## src/rtl/ifu_pkg.sv

```systemverilog
// ---------------------------------------------------------------------------
// ifu_pkg : shared widths, reset constants and the fetch entry type
// Rev 1.0
// ---------------------------------------------------------------------------
`default_nettype none

package ifu_pkg;

    localparam int XLEN = 64;
    localparam int ILEN = 32;

    localparam logic [XLEN-1:0] RESET_PC_DEFAULT = 64'h0000_0000_8000_0000;
    localparam logic [ILEN-1:0] NOP_INST         = 32'h0000_0013;

    typedef struct packed {
        logic [XLEN-1:0] pc;
        logic [ILEN-1:0] inst;
    } fetch_entry_t;

    function automatic logic [XLEN-1:0] align_pc(input logic [XLEN-1:0] pc);
        return {pc[XLEN-1:2], 2'b00};
    endfunction

endpackage

`default_nettype wire

```

## src/rtl/ifu_inst_fifo.sv

```systemverilog
// ---------------------------------------------------------------------------
// ifu_inst_fifo : DEPTH-entry FIFO of fetch entries with flush and occupancy
// Rev 1.0
// ---------------------------------------------------------------------------
`default_nettype none

module ifu_inst_fifo
    import ifu_pkg::*;
#(
    parameter int DEPTH = 2
) (
    input  logic                   clk,
    input  logic                   rst_n,
    input  logic                   i_enq,
    input  fetch_entry_t           i_enq_data,
    input  logic                   i_deq,
    input  logic                   i_flush,
    output fetch_entry_t           o_head,
    output logic [$clog2(DEPTH):0] o_count
);

    localparam int PW = $clog2(DEPTH);
    localparam int CW = PW + 1;
    localparam logic [CW-1:0] C_FULL = CW'(DEPTH);

    fetch_entry_t  r_mem [DEPTH];
    logic [PW-1:0] r_wr_ptr;
    logic [PW-1:0] r_rd_ptr;
    logic [CW-1:0] r_count;

    logic w_do_enq;
    logic w_do_deq;

    // Flush dominates: anything offered in the flush cycle is discarded.
    assign w_do_enq = i_enq && !i_flush;
    assign w_do_deq = i_deq && !i_flush && (r_count != '0);

    always_ff @(posedge clk or negedge rst_n) begin
        if (!rst_n) begin
            r_wr_ptr <= '0;
            r_rd_ptr <= '0;
            r_count  <= '0;
        end else if (i_flush) begin
            r_wr_ptr <= '0;
            r_rd_ptr <= '0;
            r_count  <= '0;
        end else begin
            if (w_do_enq) r_wr_ptr <= r_wr_ptr + 1'b1;
            if (w_do_deq) r_rd_ptr <= r_rd_ptr + 1'b1;
            case ({w_do_enq, w_do_deq})
                2'b10:   r_count <= r_count + 1'b1;
                2'b01:   r_count <= r_count - 1'b1;
                default: r_count <= r_count;
            endcase
        end
    end

    always_ff @(posedge clk) begin
        if (w_do_enq) r_mem[r_wr_ptr] <= i_enq_data;
    end

    assign o_head  = r_mem[r_rd_ptr];
    assign o_count = r_count;

    a_no_overflow: assert property (@(posedge clk) disable iff (!rst_n)
        !(w_do_enq && (r_count == C_FULL)));

endmodule

`default_nettype wire

```

## src/rtl/ifu_fetch.sv

```systemverilog
// ---------------------------------------------------------------------------
// ifu_fetch : sequential instruction fetch with credit-limited requests,
//             in-order response buffering and redirect flush
// Rev 1.0
// ---------------------------------------------------------------------------
`default_nettype none

module ifu_fetch
    import ifu_pkg::*;
#(
    parameter logic [63:0] RESET_PC = RESET_PC_DEFAULT,
    parameter int          DEPTH    = 2
) (
    input  logic        clk,
    input  logic        rst,
    output logic        imem_req_valid,
    input  logic        imem_req_ready,
    output logic [63:0] imem_req_addr,
    input  logic        imem_resp_valid,
    input  logic [31:0] imem_resp_data,
    input  logic        redirect_valid,
    input  logic [63:0] redirect_pc,
    output logic        out_valid,
    input  logic        out_ready,
    output logic [31:0] out_inst,
    output logic [63:0] out_pc
);

    localparam int CW = $clog2(DEPTH) + 1;
    localparam int SW = CW + 2;
    localparam logic [SW-1:0] C_DEPTH = SW'(DEPTH);

    logic [XLEN-1:0] r_fetch_pc;
    logic [XLEN-1:0] r_resp_pc;
    logic [CW-1:0]   r_live_cnt;
    logic [CW-1:0]   r_stale_cnt;

    logic [CW-1:0]   w_count;
    logic [SW-1:0]   w_inflight;
    logic            w_req_fire;
    logic            w_resp_keep;
    logic            w_resp_drop;
    logic            w_deq;
    fetch_entry_t    w_enq_data;
    fetch_entry_t    w_head;

    // Buffered + kept-in-flight + to-be-dropped never exceeds DEPTH, so the
    // FIFO always has room for every response it will keep.
    assign w_inflight = SW'(w_count) + SW'(r_live_cnt) + SW'(r_stale_cnt);

    assign imem_req_valid = rst && !redirect_valid && (w_inflight < C_DEPTH);
    assign imem_req_addr  = r_fetch_pc;
    assign w_req_fire     = imem_req_valid && imem_req_ready;

    assign w_resp_drop = imem_resp_valid && (r_stale_cnt != '0);
    assign w_resp_keep = imem_resp_valid && (r_stale_cnt == '0) && !redirect_valid;
    assign w_deq       = out_valid && out_ready && !redirect_valid;

    // Kept responses arrive in request order, so their pc is a running counter.
    assign w_enq_data.pc   = r_resp_pc;
    assign w_enq_data.inst = imem_resp_data;

    always_ff @(posedge clk or negedge rst) begin
        if (!rst) begin
            r_fetch_pc  <= RESET_PC;
            r_resp_pc   <= RESET_PC;
            r_live_cnt  <= '0;
            r_stale_cnt <= '0;
        end else if (redirect_valid) begin
            r_fetch_pc  <= align_pc(redirect_pc);
            r_resp_pc   <= align_pc(redirect_pc);
            r_live_cnt  <= '0;
            r_stale_cnt <= r_stale_cnt + r_live_cnt - CW'(imem_resp_valid);
        end else begin
            if (w_req_fire)  r_fetch_pc <= r_fetch_pc + 64'd4;
            if (w_resp_keep) r_resp_pc  <= r_resp_pc + 64'd4;
            r_live_cnt <= r_live_cnt + CW'(w_req_fire) - CW'(w_resp_keep);
            if (w_resp_drop) r_stale_cnt <= r_stale_cnt - 1'b1;
        end
    end

    ifu_inst_fifo #(
        .DEPTH (DEPTH)
    ) u_fifo (
        .clk        (clk),
        .rst_n      (rst),
        .i_enq      (w_resp_keep),
        .i_enq_data (w_enq_data),
        .i_deq      (w_deq),
        .i_flush    (redirect_valid),
        .o_head     (w_head),
        .o_count    (w_count)
    );

    assign out_valid = (w_count != '0);
    assign out_inst  = out_valid ? w_head.inst : NOP_INST;
    assign out_pc    = w_head.pc;

endmodule

`default_nettype wire

```

## config.mk

```make
export PLATFORM = sky130hd
export DESIGN_NAME = ifu_fetch
export DESIGN_NICKNAME = d
export VERILOG_FILES = /design/src/rtl/ifu_pkg.sv /design/src/rtl/ifu_inst_fifo.sv /design/src/rtl/ifu_fetch.sv
export SDC_FILE = /design/constraint.sdc
export NUM_CORES = 1
export LEC_CHECK = 0
export CORE_UTILIZATION = 59
export CTS_BUF_LIST = sky130_fd_sc_hd__clkbuf_4 sky130_fd_sc_hd__clkbuf_8
export DETAILED_ROUTE_END_ITERATION = 10
export PLACE_DENSITY_LB_ADDON = 0.12
export SLEW_MARGIN = 20
export SYNTH_ARGS = -nofsm -noshare
export SYNTH_HDL_FRONTEND = slang
export SYNTH_SLANG_ARGS = --single-unit
```

## constraint.sdc

```tcl
create_clock -name clk -period 12.65 [get_ports clk]
set_input_delay 2.53 -clock clk [delete_from_list [all_inputs] [get_ports clk]]
set_output_delay 2.53 -clock clk [all_outputs]
set_load 0.02 [all_outputs]
```

======== After elaboration in Yosys (flattened, before gate mapping) ========
Memory sizes are Yosys's and may differ from the RTL's.
Index checks and enable logic that the tools add are counted.
operators by class
  eq/ne operators ......................... 2
  mux-type cells .......................... 16
  $add $sub $neg .......................... 13
  $lt $le $gt $ge ......................... 1
  reduce and logical (&&, ||, !) cells .... 21
operators with widths
  operator               count
  $mux 64                4
  $add 64x3->64 const B  2
  $mux 32                1
  $reduce_bool 2->1      7
  $logic_and 1x1->1      11
  $mux 2                 4
  $mux 1                 6
  $add 3x2->4            1
  $lt 4x2->1 const B     1
  $pmux 2 s2             1
  $sub 2x1->2            2
  $sub 2x1->2 const B    2
  $add 2x2->3            1
  $reduce_bool 3->1      1
  $add 1x1->1 const B    2
  $add 2x1->2            1
  $add 2x1->2 const B    1
  $add 2x2->2            1
  $eq 2x1->1 const B     1
  $eq 2x2->1 const B     1
  $logic_not 2->1        1
  $logic_not 1->1        1
word-level totals
  input port bits ......................... 102
  word-level logic and storage cells ...... 61
  output and inout port bits .............. 162
  register bits ........................... 136
  memories ................................ 1
  memory bits (writable) .................. 192
memories
  memory        words  bits a word  read ports  clocked after memory_dff  wr ports  RTL line             text
  u_fifo.r_mem  2      96           1           0                         1         ifu_inst_fifo.sv:26  fetch_entry_t r_mem [DEPTH];

======== Longest topological paths before layout ========
Gate-level depths: netlist of run 1.
  word-level depth ........................ 8
  mapped depth ............................ 15
  mapped depth without buffers ............ 12

======== By module ========
From an unflattened synthesis of run 1, not the netlist that was laid out.
second synthesis, totals
  cell total of the unflattened synthesis .. 1296
  area total of the unflattened synthesis .. 15728.8 um^2
by module, submodules not included
  module         cells each  area an instance (um^2)  instances
  ifu_fetch      974         8465.6                   1
  ifu_inst_fifo  322         7263.2                   1

======== Worst setup path after synthesis of run 1 ========
OpenSTA, ideal clock, no wires.
  kind .................................... input port to flip-flop
  start ................................... input port redirect_valid
  end ..................................... memory u_fifo.r_mem[0][0] (netlist name), enable pin
  buffers on the path ..................... 4
  data arrival time ....................... 9.736 ns
  stages on the path ...................... 5
  data required time ...................... 11.988 ns
  library setup time ...................... 0.662 ns
  path slack .............................. 2.252 ns
  cell sequence ........................... clkbuf_1 > clkbuf_1 > clkbuf_1 > buf_1 > nor3_1
between the ends
  longest elaborated chain between the ends .. 5
ends and longest elaborated chain
  item                            RTL line                              text
  start: declaration              ifu_fetch.sv:21                       input logic redirect_valid,
  $logic_not 1->1 *               ifu_inst_fifo.sv:35, ifu_fetch.sv:56
  $logic_and 1x1->1               ifu_fetch.sv:56                       assign w_resp_keep = imem_resp_valid && (r_stale_cnt == '0) && !redirect_valid;
  $logic_and 1x1->1 *             ifu_inst_fifo.sv:35                   assign w_do_enq = i_enq && !i_flush;
  $mux 1 *                        ifu_inst_fifo.sv:59                   if (w_do_enq) r_mem[r_wr_ptr] <= i_enq_data;
  $mux 1 (not written as such) *  ifu_inst_fifo.sv:59
  end: declaration                ifu_inst_fifo.sv:26
Every way passes the cells marked *; elsewhere a longest branch is shown, timed or not.

======== Worst setup path in the final report of run 1 ========
  start ................................... input port rst
  end ..................................... output port imem_req_valid
between the ends
  longest elaborated chain between the ends .. 2
ends and longest elaborated chain
  item                             RTL line         text
  start: declaration               ifu_fetch.sv:15  input logic rst,
  $logic_and 1x1->1 (2 in series)  ifu_fetch.sv:51  assign imem_req_valid = rst && !redirect_valid && (w_inflight < C_DEPTH);
  end: declaration                 ifu_fetch.sv:16  output logic imem_req_valid,
No other way between the ends.

==> metrics.md, run 1 <==
| Metric | Value |
|---|---|
| DRC viols | `0` |
| Cell type with the highest aggregate area in the netlist | `edfxtp_1` |
| Count of vias placed by the detailed router | `11742` |
| Cell with the most instances after synthesis | `edfxtp_1` |
| Hold Buf Count CTS | `0` |
| Setup crit start kind | `input pin` |
| Worst Max-Slew Pin Slew | `1020 ps` |
| Layout cells sized above 1 | `12.3%` |
| Global route overflow | `0` |
| Register area share after synthesis | `59.7%` |
| Dominant combinational cell family by area after synthesis | `simple AND/OR/NAND/NOR gates` |
| Core area | `25000 um^2` |
| Initial antenna violation count | `2` |
| Area enclosed by the die boundary | `26100 um^2` |
| H-tree depth | `2` |
| Post-CTS setup buffer count | `0` |
| I/O pin cnt | `264` |
| Distinct cell type count after synthesis | `65` |
| Sequential share of power | `45.6%` |
| Number of port buffers | `257` |
| Buffer cell driving the clock tree root | `clkbuf_8` |
| Headroom to the max-slew limit | `31.8%` |
| Cell family contributing the most delay on the critical path | `buffers and inverters` |
| Xor/xnor cell area share of the yosys netlist | `3.09%` |
| DRT Pass-1 Iters | `5` |
| Clock buffer count from CTS | `50` |
| Total power divided by cell area | `155 nW/um^2` |
| Max capacitance violation total | `0` |
| Dominant cells by area after synthesis | `edfxtp_1, dfrtp_1, mux2_2` |
| Flops & latches, synth | `320` |
| Kind of critical path | `input pin to output port` |
| CP Cell Sequence | `buf_4 > nand4bb_1 > nor2_1 > clkdlybuf4s50_1` |
| Peak per-stage delay on the critical path | `670 ps` |
| Weighted congestion at the end of routability-driven global placement | `0.920` |
| Crit path capture type | `output port` |
| Clock latency at the later pin of the worst-skew pair | `570 ps` |
| Setup repair after global routing missed its margin | `no` |
| Count of yosys warnings during synthesis | `0` |
| Half-perimeter wire length after placement | `27300 um` |
| Maximum clock path buffer count | `3` |
| Internal power consumption | `2.02 mW` |
| DIE WIDTH | `161 um` |
| Pin count of the biggest net entering global routing | `96` |
| Critical-path top delay cell | `clkdlybuf4s50_1` |
| Highest clock frequency the design can meet | `137 MHz` |
| Final hold violation count | `0` |
| DR WL/cell | `21.1 um` |
| Post-synth design cell area | `15000 um^2` |
| Complex-gate fraction of the synthesized area | `8.46%` |
| 1st-iter DRT viols | `1081` |
| Power spent charging and discharging nets | `0.914 mW` |
| Number of buffer and inverter stages on the critical path | `2` |
| Combinational cell fraction of total power | `24.6%` |
| Largest clock skew in the final design | `20.1 ps` |
| Leak Pwr | `6.76 nW` |
| First-pass GRT wire length | `63200 um` |
| Die Y | `161 um` |
| Prevailing post-synth register cell | `edfxtp_1` |
| Total number of clock tree sinks | `320` |
| Portion of synthesized cell area occupied by the leading cell type | `37.6%` |
| Portion of total power attributed to the clock network | `29.8%` |
| Clock tree from TritonCTS | `yes` |
| CP Data Arrival Time | `4760 ps` |
| Starting density of the core | `59.9%` |
| Required time at the endpoint of the critical path | `10120 ps` |
| Overall fraction of global-route tracks in use | `31.1%` |
| Drt via density | `6.20` |
| Maximum net fanout on the critical path | `40` |
| Mean post-synth cell area | `11.9 um^2` |
| Setup total negative slack | `0 ps` |
| Worst hold-check path type | `flop to flop` |
| Simple-gate share of the synthesized area | `18.0%` |
| Cell Rows | `58` |
| Outcome | `completed` |
| Final critical delay including setup and external delays | `7290 ps` |
| Relative area change from synthesis to final layout | `26.0%` |
| Number of synthesized flops with an enable pin | `188` |
| Peak supply drop | `112 uV` |
| Crit share post-route | `57.6%` |
| Max Transition Viols Final | `0` |
| Synthesized-area fraction occupied by adder cells | `0.967%` |
| Multiplexer share of the synthesized area | `7.42%` |
| Gate Count Post-Synth | `1258` |
| Final core utilization | `75.5%` |
| Via count of the first global-routing pass | `11452` |
| Switching portion of total power | `31.1%` |
| Number of gates given a new drive strength after cts | `0` |
| Net count reported at finish | `1636` |
| Setup violation total in the final timing report | `0` |
| Wirelength, routed | `40100 um` |
| CTS clock-pin slew for the worst setup and hold paths | `70 ps` |
| Async SR Flop Fraction | `41.3%` |
| Top cell types by occurrence after synthesis | `edfxtp_1, dfrtp_1, nand2_1, nor2_1, nand3_1` |
| Antenna violation net count after detailed routing | `0` |
worst reg2reg max path, cell delays in order, from the launching register on:
cell       delay (ps)
dfrtp_1           400
inv_1              90
fa_1              530
inv_1              60
ha_1              300
nand4bb_1         630
nor2_2            340
buf_4             470
nand4_2           370
or2_1             400
o311ai_1          300
placed cells by master, fill, tap and decap left out, drive strengths merged, types with 53 or more instances in the layout:
| cell | instances |
|---|---|
| nand2 | 129 |
| clkbuf | 71 |
| clkdlybuf4s50 | 255 |
| nand3 | 80 |
| nand4 | 53 |
| dfrtp | 130 |
| nor2 | 84 |
| edfxtp | 188 |
| o21ai | 60 |
| mux2 | 66 |
cell type report:
cell class,instances,area (um^2)
sequential,320,8950
fill,1699,6130
multi-input combinational,853,5730
timing repair buffer,270,2690
clock buffer,71,883
tap,330,413
clock inverter,22,134
inverter,28,105
antenna,1,2.50
through the flow:
stage	total power, mW	hold WS [ps]	worst slack (ps)	instances	cell area, um^2
finish	2.94	519	5360	1895	18900
global route	3.06	538	5250	1895	18900
CTS	2.95	516	5390	1894	18900
detailed placement	2.07	495	5390	1801	17900
global placement	2.05	472	5480	1800	17900
floorplan	1.74	451	2250	1261	15000
power by group through the flow:
stage / Sequential, mW / Clock (mW) / Combinational [mW]
after floorplan: 1.35 / 0 / 0.391
after global placement: 1.35 / 0 / 0.700
after detailed placement: 1.35 / 0 / 0.718
after CTS: 1.34 / 0.890 / 0.722
after global routing: 1.35 / 0.938 / 0.773
final: 1.34 / 0.875 / 0.721
cell families after synthesis:
kind of cell	after synthesis
buffers and inverters	88
xor gates and xnor gates	53
other	1
DFF	320
adders and majority gates	11
and+or+nand+nor	494
muxes	103
AOI/OAI and AO/OA	188
registers in the layout, indices dropped and copies added (netlist names):
| name | cells |
|---|---|
| u_fifo.r_mem | 188 |
| imem_req_addr | 62 |
| r_resp_pc | 62 |
| r_live_cnt | 2 |
| r_stale_cnt | 2 |
| u_fifo.o_count | 2 |
| u_fifo.r_rd_ptr | 1 |
| u_fifo.r_wr_ptr | 1 |
worst paths after layout:
| kind | startpoint | endpoint | slack [ps] | depth (start not counted) |
|---|---|---|---|---|
| min in group asynchronous | rst | imem_req_addr[62] | 1930 | 1 |
| max reg2reg | r_live_cnt[1] | imem_req_addr[49] | 8680 | 10 |
| min | r_resp_pc[63] | u_fifo.r_mem[0][95] | 520 | 0 |
| max in group asynchronous | rst | u_fifo.r_rd_ptr | 9590 | 2 |
| min reg2reg | r_resp_pc[63] | u_fifo.r_mem[0][95] | 520 | 0 |
| max | rst | imem_req_valid | 5360 | 4 |
per-layer routing:
layer / global-route usage, % / routed length (um) / vias up / share of wire (%)
met4: 10.2 / 985 / 0 / 2.5
met3: 6.39 / 3900 / 82 / 9.7
met1: 44.5 / 16800 / 5735 / 42
met5: 0 / 0 / - / 0
li1: - / - / 5318 / -
met2: 47.8 / 18400 / 607 / 46
Note: power is estimated with default switching activity, not from simulation.
==> run 2: changes to the inputs <==
--- a/config.mk
+++ b/config.mk
@@ -5,7 +5,7 @@
 export SDC_FILE = /design/constraint.sdc
 export NUM_CORES = 1
 export LEC_CHECK = 0
-export CORE_UTILIZATION = 59
+export CORE_UTILIZATION = 55
 export CTS_BUF_LIST = sky130_fd_sc_hd__clkbuf_4 sky130_fd_sc_hd__clkbuf_8
 export DETAILED_ROUTE_END_ITERATION = 10
 export PLACE_DENSITY_LB_ADDON = 0.12
==> constraint.sdc (replaced) <==
create_clock -name clk -period 7.45 [get_ports clk]
set_input_delay 1.49 -clock clk [delete_from_list [all_inputs] [get_ports clk]]
set_output_delay 1.49 -clock clk [all_outputs]
set_load 0.02 [all_outputs]
==> metrics.md, run 2 (same netlist as run 1, synthesis figures left out) <==
| Metric | Value |
|---|---|
| I/O pin cnt | `264` |
| Setup slack after placement | `2640 ps` |
| H-tree depth | `2` |
| Highest clock frequency the design can meet | `194 MHz` |
| 1st-iter DRT viols | `1144` |
| Die Y | `167 um` |
| Maximum clock path buffer count | `3` |
| Crit path capture type | `output port` |
| DR WL/cell | `20.7 um` |
| Internal reg-to-reg setup slack | `3200 ps` |
| Clock buffer count from CTS | `53` |
| Core area | `26900 um^2` |
| Min-delay src | `r_resp_pc[19]` |
| Via count of the first global-routing pass | `11178` |
| Required time at the endpoint of the critical path | `5960 ps` |
| Setup violation total in the final timing report | `0` |
| Crit share post-route | `69.1%` |
| Clock latency at the later pin of the worst-skew pair | `600 ps` |
| Weighted congestion at the end of routability-driven global placement | `0.881` |
| Number of gates given a new drive strength after cts | `0` |
| Internal power consumption | `3.58 mW` |
| CTS clock-pin slew for the worst setup and hold paths | `60 ps` |
| Setup total negative slack | `0 ps` |
| CP Data Arrival Time | `3660 ps` |
| Max FFs per register | `188` |
| Setup repair after global routing missed its margin | `no` |
| Worst Max-Slew Pin Slew | `1070 ps` |
| Worst r2r src | `u_fifo.o_count[1]` |
| DRT Pass-1 Iters | `5` |
| Max Transition Viols Final | `0` |
| Count of vias placed by the detailed router | `11718` |
| Largest clock skew in the final design | `16.2 ps` |
| Total power divided by cell area | `271 nW/um^2` |
| Pin count of the biggest net entering global routing | `72` |
| Leading cell types in the layout, fill and taps excluded | `clkdlybuf4s50_1, edfxtp_1, nand2_1, dfrtp_1, nor2_1` |
| Startpoint of the most critical setup path | `u_fifo.o_count[1]` |
| Most heavily used metal layer in global routing | `met2` |
| Worst hold-check path type | `flop to flop` |
| Area enclosed by the die boundary | `27900 um^2` |
| Net count reported at finish | `1640` |
| Cell Rows | `60` |
| Post-CTS setup buffer count | `0` |
| Most common cell after layout, fill and taps aside | `clkdlybuf4s50_1` |
| Relative area change from synthesis to final layout | `27.1%` |
| Count of antenna diodes in the layout | `0` |
| Initial antenna violation count | `1` |
| Power spent charging and discharging nets | `1.58 mW` |
| Final critical delay including setup and external delays | `5150 ps` |
| Switching portion of total power | `30.6%` |
| Number of inserted filler cells in the final layout | `1896` |
| Total design power | `5.16 mW` |
| Leak Pwr | `6.84 nW` |
| Maximum net fanout on the critical path | `10` |
| Starting density of the core | `55.8%` |
| Outcome | `completed` |
| Portion of total power attributed to the clock network | `32.4%` |
| Met2 layer usage reported by global route | `42.9%` |
| Flip-flop and latch area | `8950 um^2` |
| Sequential share of power | `44.3%` |
| Overall fraction of global-route tracks in use | `28.2%` |
| DRC viols | `0` |
| Final hold violation count | `0` |
| Number of port buffers | `257` |
| Drt via density | `6.13` |
| Combinational cell fraction of total power | `23.3%` |
| Cell count after placement | `1813` |
| Hold Buf Count CTS | `0` |
| Final setup margin | `2300 ps` |
| Area taken by multi-input logic gates | `5730 um^2` |
| DIE WIDTH | `167 um` |
| Total number of clock tree sinks | `320` |
| Global route overflow | `0` |
| First-pass GRT wire length | `61500 um` |
| Met1 track demand over resource | `40.4%` |
| GR Util met3 | `6.12%` |
| Wirelength, routed | `39600 um` |
| Peak supply drop | `151 uV` |
| Antenna violation net count after detailed routing | `0` |
| Buffer cell driving the clock tree root | `clkbuf_8` |
| Max capacitance violation total | `0` |
| Kind of critical path | `flop to output port` |
| Setup crit start kind | `flop` |
| Layout cells sized above 1 | `13.2%` |
| Half-perimeter wire length after placement | `26600 um` |
| Register containing the most flip-flops in the final layout | `u_fifo.r_mem` |
| Fin cells | `1913` |
| Clock tree from TritonCTS | `yes` |
| Headroom to the max-slew limit | `28.5%` |
run 2: cell type report:
cell class | instances | share of cell area, %
Tap cell | 341 | 2.24
Clock inverter | 11 | 0.505
Inverter | 28 | 0.551
Sequential cell | 320 | 47.0
Multi-Input combinational cell | 853 | 30.1
Clock buffer | 89 | 5.67
Timing Repair Buffer | 271 | 14.0
run 2: per-stage QoR:
step | hold slack, ps | utilization (%) | instance area, um^2
2_1_floorplan | 451 | - | 15000
6_report | 510 | 71.0 | 19100
3_3_place_gp | 478 | 66.6 | 17900
5_1_grt | 525 | 71.0 | 19100
3_5_place_dp | 492 | 66.6 | 17900
4_1_cts | 510 | 71.0 | 19100
run 2: worst max-delay path, cell delays in order, from the launching register on:
cell             delay (ps)
dfrtp_1                 420
inv_1                    90
fa_1                    480
inv_1                    40
ha_1                    290
nand4bb_1               590
nor2_1                  470
clkdlybuf4s50_1         680
run 2: final timing paths:
kind	to	cells past startpoint
worst max-delay path	imem_req_valid	7
worst min-delay path	u_fifo.r_mem[0][51]	0
worst max register to register	imem_req_addr[49]	9
worst min register to register	u_fifo.r_mem[0][51]	0
max in group asynchronous	r_resp_pc[23]	2
min in group asynchronous	imem_req_addr[55]	1
run 2: per-layer routing:
metal  vias up  wire (um)
li1       5317          -
met1      5718      17200
met2       599      17800
met3        82       3520
met4         2       1070
met5         -         17
run 2: power by group through the flow:
stage          registers, mW  clock network, mW  logic, mW
3_3_place_gp            2.30                  0       1.18
4_1_cts                 2.28               1.70       1.21
6_report                2.29               1.67       1.20
3_5_place_dp            2.31                  0       1.20
2_1_floorplan           2.29                  0      0.664
5_1_grt                 2.31               1.78       1.29
